===== src/rtl/code_entry.sv =====
// ---------------------------------------------------------------------------
// code_entry
//
// Keypad front end for a digital lock. Raw push buttons and a clear request
// are synchronised and debounced, button presses are turned into 2-bit digits
// and collected into a code buffer while the downstream lock FSM holds arm
// high. Once CODE_LEN digits are held the buffer is compared against the
// stored PASSWORD and the registered result is presented on correct.
//
// Ports
//   clk            in   1  single clock, rising edge
//   reset          in   1  asynchronous, active-low reset
//   btn            in   4  raw asynchronous push buttons (intended one-hot)
//   clear          in   1  raw asynchronous clear request
//   arm            in   1  synchronous, high while lock FSM is in INPUT
//   digit_valid    out  1  one-cycle pulse when a digit is accepted
//   digit          out  2  encoded accepted digit (valid with digit_valid)
//   invalid_press  out  1  one-cycle pulse on a multi-button press
//   digit_count    out  4  digits currently held, 0..CODE_LEN
//   seq_full       out  1  high while CODE_LEN digits are held
//   correct        out  1  high while full, buffer matches, no bad press
//   state_dbg      out  2  current FSM state (0 IDLE, 1 COLLECT, 2 FULL)
//
// Handshake: there is no back-pressure. digit_valid and invalid_press are
// single-cycle strobes with no ready; a consumer must sample them on the
// cycle they are high. seq_full/correct are levels held until arm drops,
// clear is seen, or reset.
// ---------------------------------------------------------------------------
module code_entry #(
    parameter int unsigned CODE_LEN  = 4,
    parameter logic [15:0] PASSWORD  = 16'b11_10_01_00,
    parameter int unsigned DB_CYCLES = 4
) (
    input  logic       clk,
    input  logic       reset,
    input  logic [3:0] btn,
    input  logic       clear,
    input  logic       arm,
    output logic       digit_valid,
    output logic [1:0] digit,
    output logic       invalid_press,
    output logic [3:0] digit_count,
    output logic       seq_full,
    output logic       correct,
    output logic [1:0] state_dbg
);

    typedef enum logic [1:0] {
        ST_IDLE    = 2'd0,
        ST_COLLECT = 2'd1,
        ST_FULL    = 2'd2
    } state_e;

    localparam int unsigned     BW   = 2 * CODE_LEN;
    localparam logic [BW-1:0]   PW   = PASSWORD[BW-1:0];
    localparam logic [3:0]      LEN4 = 4'(CODE_LEN);
    localparam logic [7:0]      DB8  = 8'(DB_CYCLES);

    // -----------------------------------------------------------------------
    // Reset synchroniser: assertion is immediate, release is delayed two
    // clocks so every downstream flop leaves reset on a clean edge.
    // -----------------------------------------------------------------------
    logic [1:0] rst_sync_q;
    logic       rst_n_int;

    always_ff @(posedge clk or negedge reset) begin
        if (!reset) begin
            rst_sync_q <= 2'b00;
        end else begin
            rst_sync_q <= {rst_sync_q[0], 1'b1};
        end
    end

    assign rst_n_int = rst_sync_q[1];

    // -----------------------------------------------------------------------
    // Input synchronisers
    // -----------------------------------------------------------------------
    logic [3:0] btn_s1_q, btn_s2_q;
    logic       clr_s1_q, clr_s2_q;

    always_ff @(posedge clk or negedge rst_n_int) begin
        if (!rst_n_int) begin
            btn_s1_q <= 4'b0000;
            btn_s2_q <= 4'b0000;
            clr_s1_q <= 1'b0;
            clr_s2_q <= 1'b0;
        end else begin
            btn_s1_q <= btn;
            btn_s2_q <= btn_s1_q;
            clr_s1_q <= clear;
            clr_s2_q <= clr_s1_q;
        end
    end

    // -----------------------------------------------------------------------
    // Debounce. samp_q tracks the synchronised vector; db_cnt_q counts how
    // many consecutive cycles it has held the same value (saturating at
    // DB_CYCLES). Only a vector that has survived DB_CYCLES cycles is
    // promoted to stable_q.
    // -----------------------------------------------------------------------
    logic [3:0] samp_q;
    logic [7:0] db_cnt_q;
    logic [3:0] stable_q;
    logic [3:0] stable_last_q;

    always_ff @(posedge clk or negedge rst_n_int) begin
        if (!rst_n_int) begin
            samp_q        <= 4'b0000;
            db_cnt_q      <= 8'd0;
            stable_q      <= 4'b0000;
            stable_last_q <= 4'b0000;
        end else begin
            if (btn_s2_q != samp_q) begin
                samp_q   <= btn_s2_q;
                db_cnt_q <= 8'd1;
            end else if (db_cnt_q < DB8) begin
                db_cnt_q <= db_cnt_q + 8'd1;
            end
            if (db_cnt_q >= DB8) begin
                stable_q <= samp_q;
            end
            stable_last_q <= stable_q;
        end
    end

    // A press is the stable vector leaving all-zero. Going from one non-zero
    // vector to another does not re-arm; the buttons must be released first.
    logic press_evt;
    assign press_evt = (stable_last_q == 4'b0000) && (stable_q != 4'b0000);

    logic       one_hot;
    logic [1:0] enc;

    always_comb begin
        one_hot = 1'b1;
        enc     = 2'd0;
        unique case (stable_q)
            4'b0001: enc = 2'd0;
            4'b0010: enc = 2'd1;
            4'b0100: enc = 2'd2;
            4'b1000: enc = 2'd3;
            default: one_hot = 1'b0;
        endcase
    end

    // -----------------------------------------------------------------------
    // Collection FSM
    // -----------------------------------------------------------------------
    state_e        state_q, state_d;
    logic [BW-1:0] buf_q, buf_d;
    logic [3:0]    count_q, count_d;
    logic          bad_q, bad_d;
    logic          dv_q, dv_d;
    logic [1:0]    digit_q, digit_d;
    logic          inv_q, inv_d;
    logic          correct_q, correct_d;

    always_ff @(posedge clk or negedge rst_n_int) begin
        if (!rst_n_int) begin
            state_q   <= ST_IDLE;
            buf_q     <= '0;
            count_q   <= 4'd0;
            bad_q     <= 1'b0;
            dv_q      <= 1'b0;
            digit_q   <= 2'd0;
            inv_q     <= 1'b0;
            correct_q <= 1'b0;
        end else begin
            state_q   <= state_d;
            buf_q     <= buf_d;
            count_q   <= count_d;
            bad_q     <= bad_d;
            dv_q      <= dv_d;
            digit_q   <= digit_d;
            inv_q     <= inv_d;
            correct_q <= correct_d;
        end
    end

    always_comb begin
        state_d = state_q;
        buf_d   = buf_q;
        count_d = count_q;
        bad_d   = bad_q;
        dv_d    = 1'b0;
        digit_d = 2'd0;
        inv_d   = 1'b0;

        if (clr_s2_q) begin
            // Clear wins over any press arriving in the same cycle.
            buf_d   = '0;
            count_d = 4'd0;
            bad_d   = 1'b0;
            state_d = arm ? ST_COLLECT : ST_IDLE;
        end else begin
            unique case (state_q)
                ST_IDLE: begin
                    buf_d   = '0;
                    count_d = 4'd0;
                    bad_d   = 1'b0;
                    if (arm) begin
                        state_d = ST_COLLECT;
                    end
                end
                ST_COLLECT: begin
                    if (!arm) begin
                        buf_d   = '0;
                        count_d = 4'd0;
                        bad_d   = 1'b0;
                        state_d = ST_IDLE;
                    end else if (press_evt) begin
                        if (one_hot) begin
                            for (int i = 0; i < int'(CODE_LEN); i++) begin
                                if (count_q == 4'(i)) begin
                                    buf_d[2*i +: 2] = enc;
                                end
                            end
                            count_d = count_q + 4'd1;
                            dv_d    = 1'b1;
                            digit_d = enc;
                            if (count_d == LEN4) begin
                                state_d = ST_FULL;
                            end
                        end else begin
                            inv_d = 1'b1;
                            bad_d = 1'b1;
                        end
                    end
                end
                ST_FULL: begin
                    // Buffer frozen; presses ignored until arm drops.
                    if (!arm) begin
                        buf_d   = '0;
                        count_d = 4'd0;
                        bad_d   = 1'b0;
                        state_d = ST_IDLE;
                    end
                end
                default: begin
                    buf_d   = '0;
                    count_d = 4'd0;
                    bad_d   = 1'b0;
                    state_d = ST_IDLE;
                end
            endcase
        end
    end

    // Computed from next-state values so correct rises with seq_full.
    assign correct_d = (state_d == ST_FULL) && (buf_d == PW) && !bad_d;

    assign digit_valid   = dv_q;
    assign digit         = digit_q;
    assign invalid_press = inv_q;
    assign digit_count   = count_q;
    assign seq_full      = (state_q == ST_FULL);
    assign correct       = correct_q;
    assign state_dbg     = state_q;

endmodule

===== config.mk =====
export PLATFORM = sky130hd
export DESIGN_NAME = code_entry
export DESIGN_NICKNAME = d
export VERILOG_FILES = /design/src/rtl/code_entry.sv
export SDC_FILE = /design/constraint.sdc
export NUM_CORES = 1
export LEC_CHECK = 0
export CAP_MARGIN = 10
export CELL_PAD_IN_SITES_DETAIL_PLACEMENT = 1
export CELL_PAD_IN_SITES_GLOBAL_PLACEMENT = 1
export CORE_ASPECT_RATIO = 1.75
export CORE_UTILIZATION = 43
export CTS_BUF_LIST = sky130_fd_sc_hd__clkbuf_8
export DETAILED_ROUTE_END_ITERATION = 6
export GPL_ROUTABILITY_DRIVEN = 0
export HOLD_SLACK_MARGIN = 0.15
export PLACE_DENSITY_LB_ADDON = 0.15
export REMOVE_ABC_BUFFERS = 1
export SLEW_MARGIN = 20
export SYNTH_ARGS = -nofsm -noshare
export SYNTH_HDL_FRONTEND = slang
export SYNTH_SLANG_ARGS = --single-unit

===== constraint.sdc =====
create_clock -name clk -period 1.6 [get_ports clk]
set_clock_uncertainty 0.15 [all_clocks]
set_input_delay 0.32 -clock clk [delete_from_list [all_inputs] [get_ports clk]]
set_output_delay 0.32 -clock clk [all_outputs]
set_load 0.05 [all_outputs]

==> impl_metrics.toml <==
[run_status]
violations = "setup timing"
status = "complete, but fails checks"

[die]
row_count = 34
die_y_um = 97.93
core_um2 = 5020
start_util_pct = 45.04
boundaryPins = 20
fp.dieW_um = 56.82
die-area_um2 = 5564

[logic_synthesis]
syn_area_um2 = 2261
synthDistinctLibCells = 51
async_flop_share_pct = 100.0
synth-seq-cells = 52
yosysTopAreaCellShare_pct = 57.55
synthCells = 190
yosysWarnings = 0
syn_area_per_cell_um2 = 11.90
ys_seq_area_share_pct = 57.55
synthTopCellsByArea = "dfrtp_1 58%, ha_1 5.5%, mux2_2 2.5%"
yosys_most_used_dff = "dfrtp_1"
synth_edf_count = 0
yosysTopAreaCell = "dfrtp_1"

[pwr]
p_int_mw = 2.658
p_comb_share_pct = 39.5
power.total_mw = 4.008
pwr-share-seq_pct = 36.3
swShare_pct = 33.67
power.leakage_nw = 1.781
pwr_density_cell_nw_per_um2 = 1060
switching_power_mw = 1.350
clock_power_share_pct = 24.2
ir_worst_vdd_mv = 1.039

[timing]
fmax_mhz = 400.7
setup_violations = 23
worst_slack_ns = -0.8957
rsz0062_at_grt = "yes"
final_hold_viol_count = 0
slew_viol_final = 0
period_minus_slack_ns = 2.496
tightest_slew_ns = 0.5793
final.setup.tns_ns = -8.916
slew_headroom_pct = 61.25
period_share_pct = 156.0

[cells_and_area]
final_common_cell = "buf_4"
syn2layout_area_growth_pct = 67.29
fin_nets = 309
final_cell_mix = "63 x buf_4, 48 x dfrtp_1, 15 x buf_6"
antenna_cells = 0
fin_area_um2 = 3782
fillerInstances = 444
finalNonFillerCells = 346
drive_gt1_share_pct = 56.51
multi_input_area_um2 = 1241
regArea_um2 = 1306

[detailed_routing]
vias = 2056
dr.pass1.iters = 4
drc = 0
dr.first_iter.drc_count = 79
wl_um = 9219
drt-vias-per-instance = 5.942
drtAntennaViolNets = 0
wl_per_cell_um = 26.64

[clock_tree]
clockRootBuffer = "clkbuf_8"
cts_buffers = 5
htreeDepth = 2
cts_tree = "done"
clockBufferDepth = 2
cts_num_sinks = 52
cts.clk_slew.worst_paths_ns = 0.11
insertion_delay_ns = 0.32

[worst_setup_path]
worstPathArrival_ns = 2.54
cpMaxStageDelayCell = "or4b_1"
rrSetupSlack_ns = -0.90
startpoint_type = "flop"
crit_chain = "ha_1 -> and3_2 -> a21oi_1 -> a211oi_2 -> or4b_1 -> nor4_2"
end_kind = "flop"
crit_buf_inv = 0
critical_path_class = "flop to flop"
cpPeakStageDelay_ns = 0.55
cp.required_ns = 1.64
path_max_fanout = 4
cp_top_family = "simple AND/OR/NAND/NOR gates"

[placed_design]
placed_area_um2 = 3088
place_inst = 319
port_buffers = 19
hpwl_um = 4887

[global_routing]
use_met3_pct = 3.974
grtUsageTotal_pct = 31.75
grt_overflow_total = 0
grt_pass1_wl_um = 12650
grt_use_met1_pct = 31.74
gr-usage-met2_pct = 62.00
grt_max_degree = 38
antenna_found_initial = 0
busiest_layer = "met2"
grt_pass1_vias = 2278

[job]
drv_cap = 0

[worst_hold_path]
hold_path.class = "flop to flop"
==> final timing paths <==
path	from	to	cells after the start
min	rst_sync_q[0]	rst_sync_q[1]	0
max in group asynchronous	rst_sync_q[1]	samp_q[2]	1
max	digit_count[1]	correct	6
min in group asynchronous	reset	rst_sync_q[0]	2
max reg2reg	digit_count[1]	correct	6
min reg2reg	rst_sync_q[0]	rst_sync_q[1]	0
==> logic make-up after synthesis <==
| kind of cell | synth area share, % |
|---|---|
| AND/OR/NAND/NOR | 15.94 |
| XOR/XNOR | 3.486 |
| other | 0.1659 |
| AO/OA/AOI/OAI | 10.90 |
| multiplexers | 2.933 |
| adder cells (fa/ha/maj) | 5.534 |
| flip-flops | 57.55 |
| buffers and inverters | 3.487 |
==> final cells by class <==
cell class	count	share of cell area (%)
clock buffers	6	2.183
inverters	11	1.092
multi-input cells	120	32.82
clock inverters	2	1.025
repair buffers	101	26.56
well taps	54	1.786
flip-flops and latches	52	34.54
==> routing by layer <==
layer,up-vias,share of wire (%)
li1,861,-
met1,1056,33
met2,85,55
met3,54,3.4
met4,0,8.2
met5,-,0
==> power groups by stage <==
stage	clock network (mW)	registers [mW]	logic, mW
final	0.972	1.45	1.58
after global routing	1.02	1.46	1.63
after CTS	0.964	1.45	1.38
after detailed placement	0	1.48	0.927
after global placement	0	1.47	0.890
after floorplan	0	1.51	0.364
==> flip-flops by register name (all words and copies together), names as in the netlist <==
register,count
bad_q,1
state_dbg,2
digit,2
rst_sync_q,2
btn_s2_q,4
invalid_press,1
samp_q,4
btn_s1_q,4
digit_count,4
stable_q,4
buf_q,8
stable_last_q,4
clr_s2_q,1
correct,1
db_cnt_q,8
clr_s1_q,1
digit_valid,1
==> per-stage QoR <==
step / hold slack, ns / util, % / setup slack, ns
after floorplan: -0.1256 / - / -1.167
after global placement: 0.01347 / 61.52 / -0.7156
after detailed placement: 0.02349 / 61.52 / -1.119
after CTS: 0.2101 / 72.18 / -0.6888
after global routing: 0.2234 / 75.35 / -1.059
final: 0.2098 / 75.35 / -0.8957
==> cells in the mapped netlist (all sizes together), types with 2 or more instances <==
library cell,instances
clkbuf,5
a221oi,2
and2,8
xnor2,5
a21oi,6
and3,3
o41ai,2
mux2,5
a32oi,2
a22o,2
nand2,10
or3,2
o2111ai,3
buf,2
xor2,4
o22a,2
nor2,15
or2,2
inv,11
o21ai,5
dfrtp,52
nor2b,2
nor3,5
nand3,6
ha,10
nor4,4
==> what timing repair did <==
item | CTS | global route
resized for setup | 67 | 27
pin swaps | 20 | 15
cloned | 0 | 0
hold buffers | 3 | 0
setup buffers | 12 | 9
endpoints found under the hold margin | 15 | 0
setup endpoints to repair | 26 | 29
No activity file was read; power rests on OpenSTA's default activity.
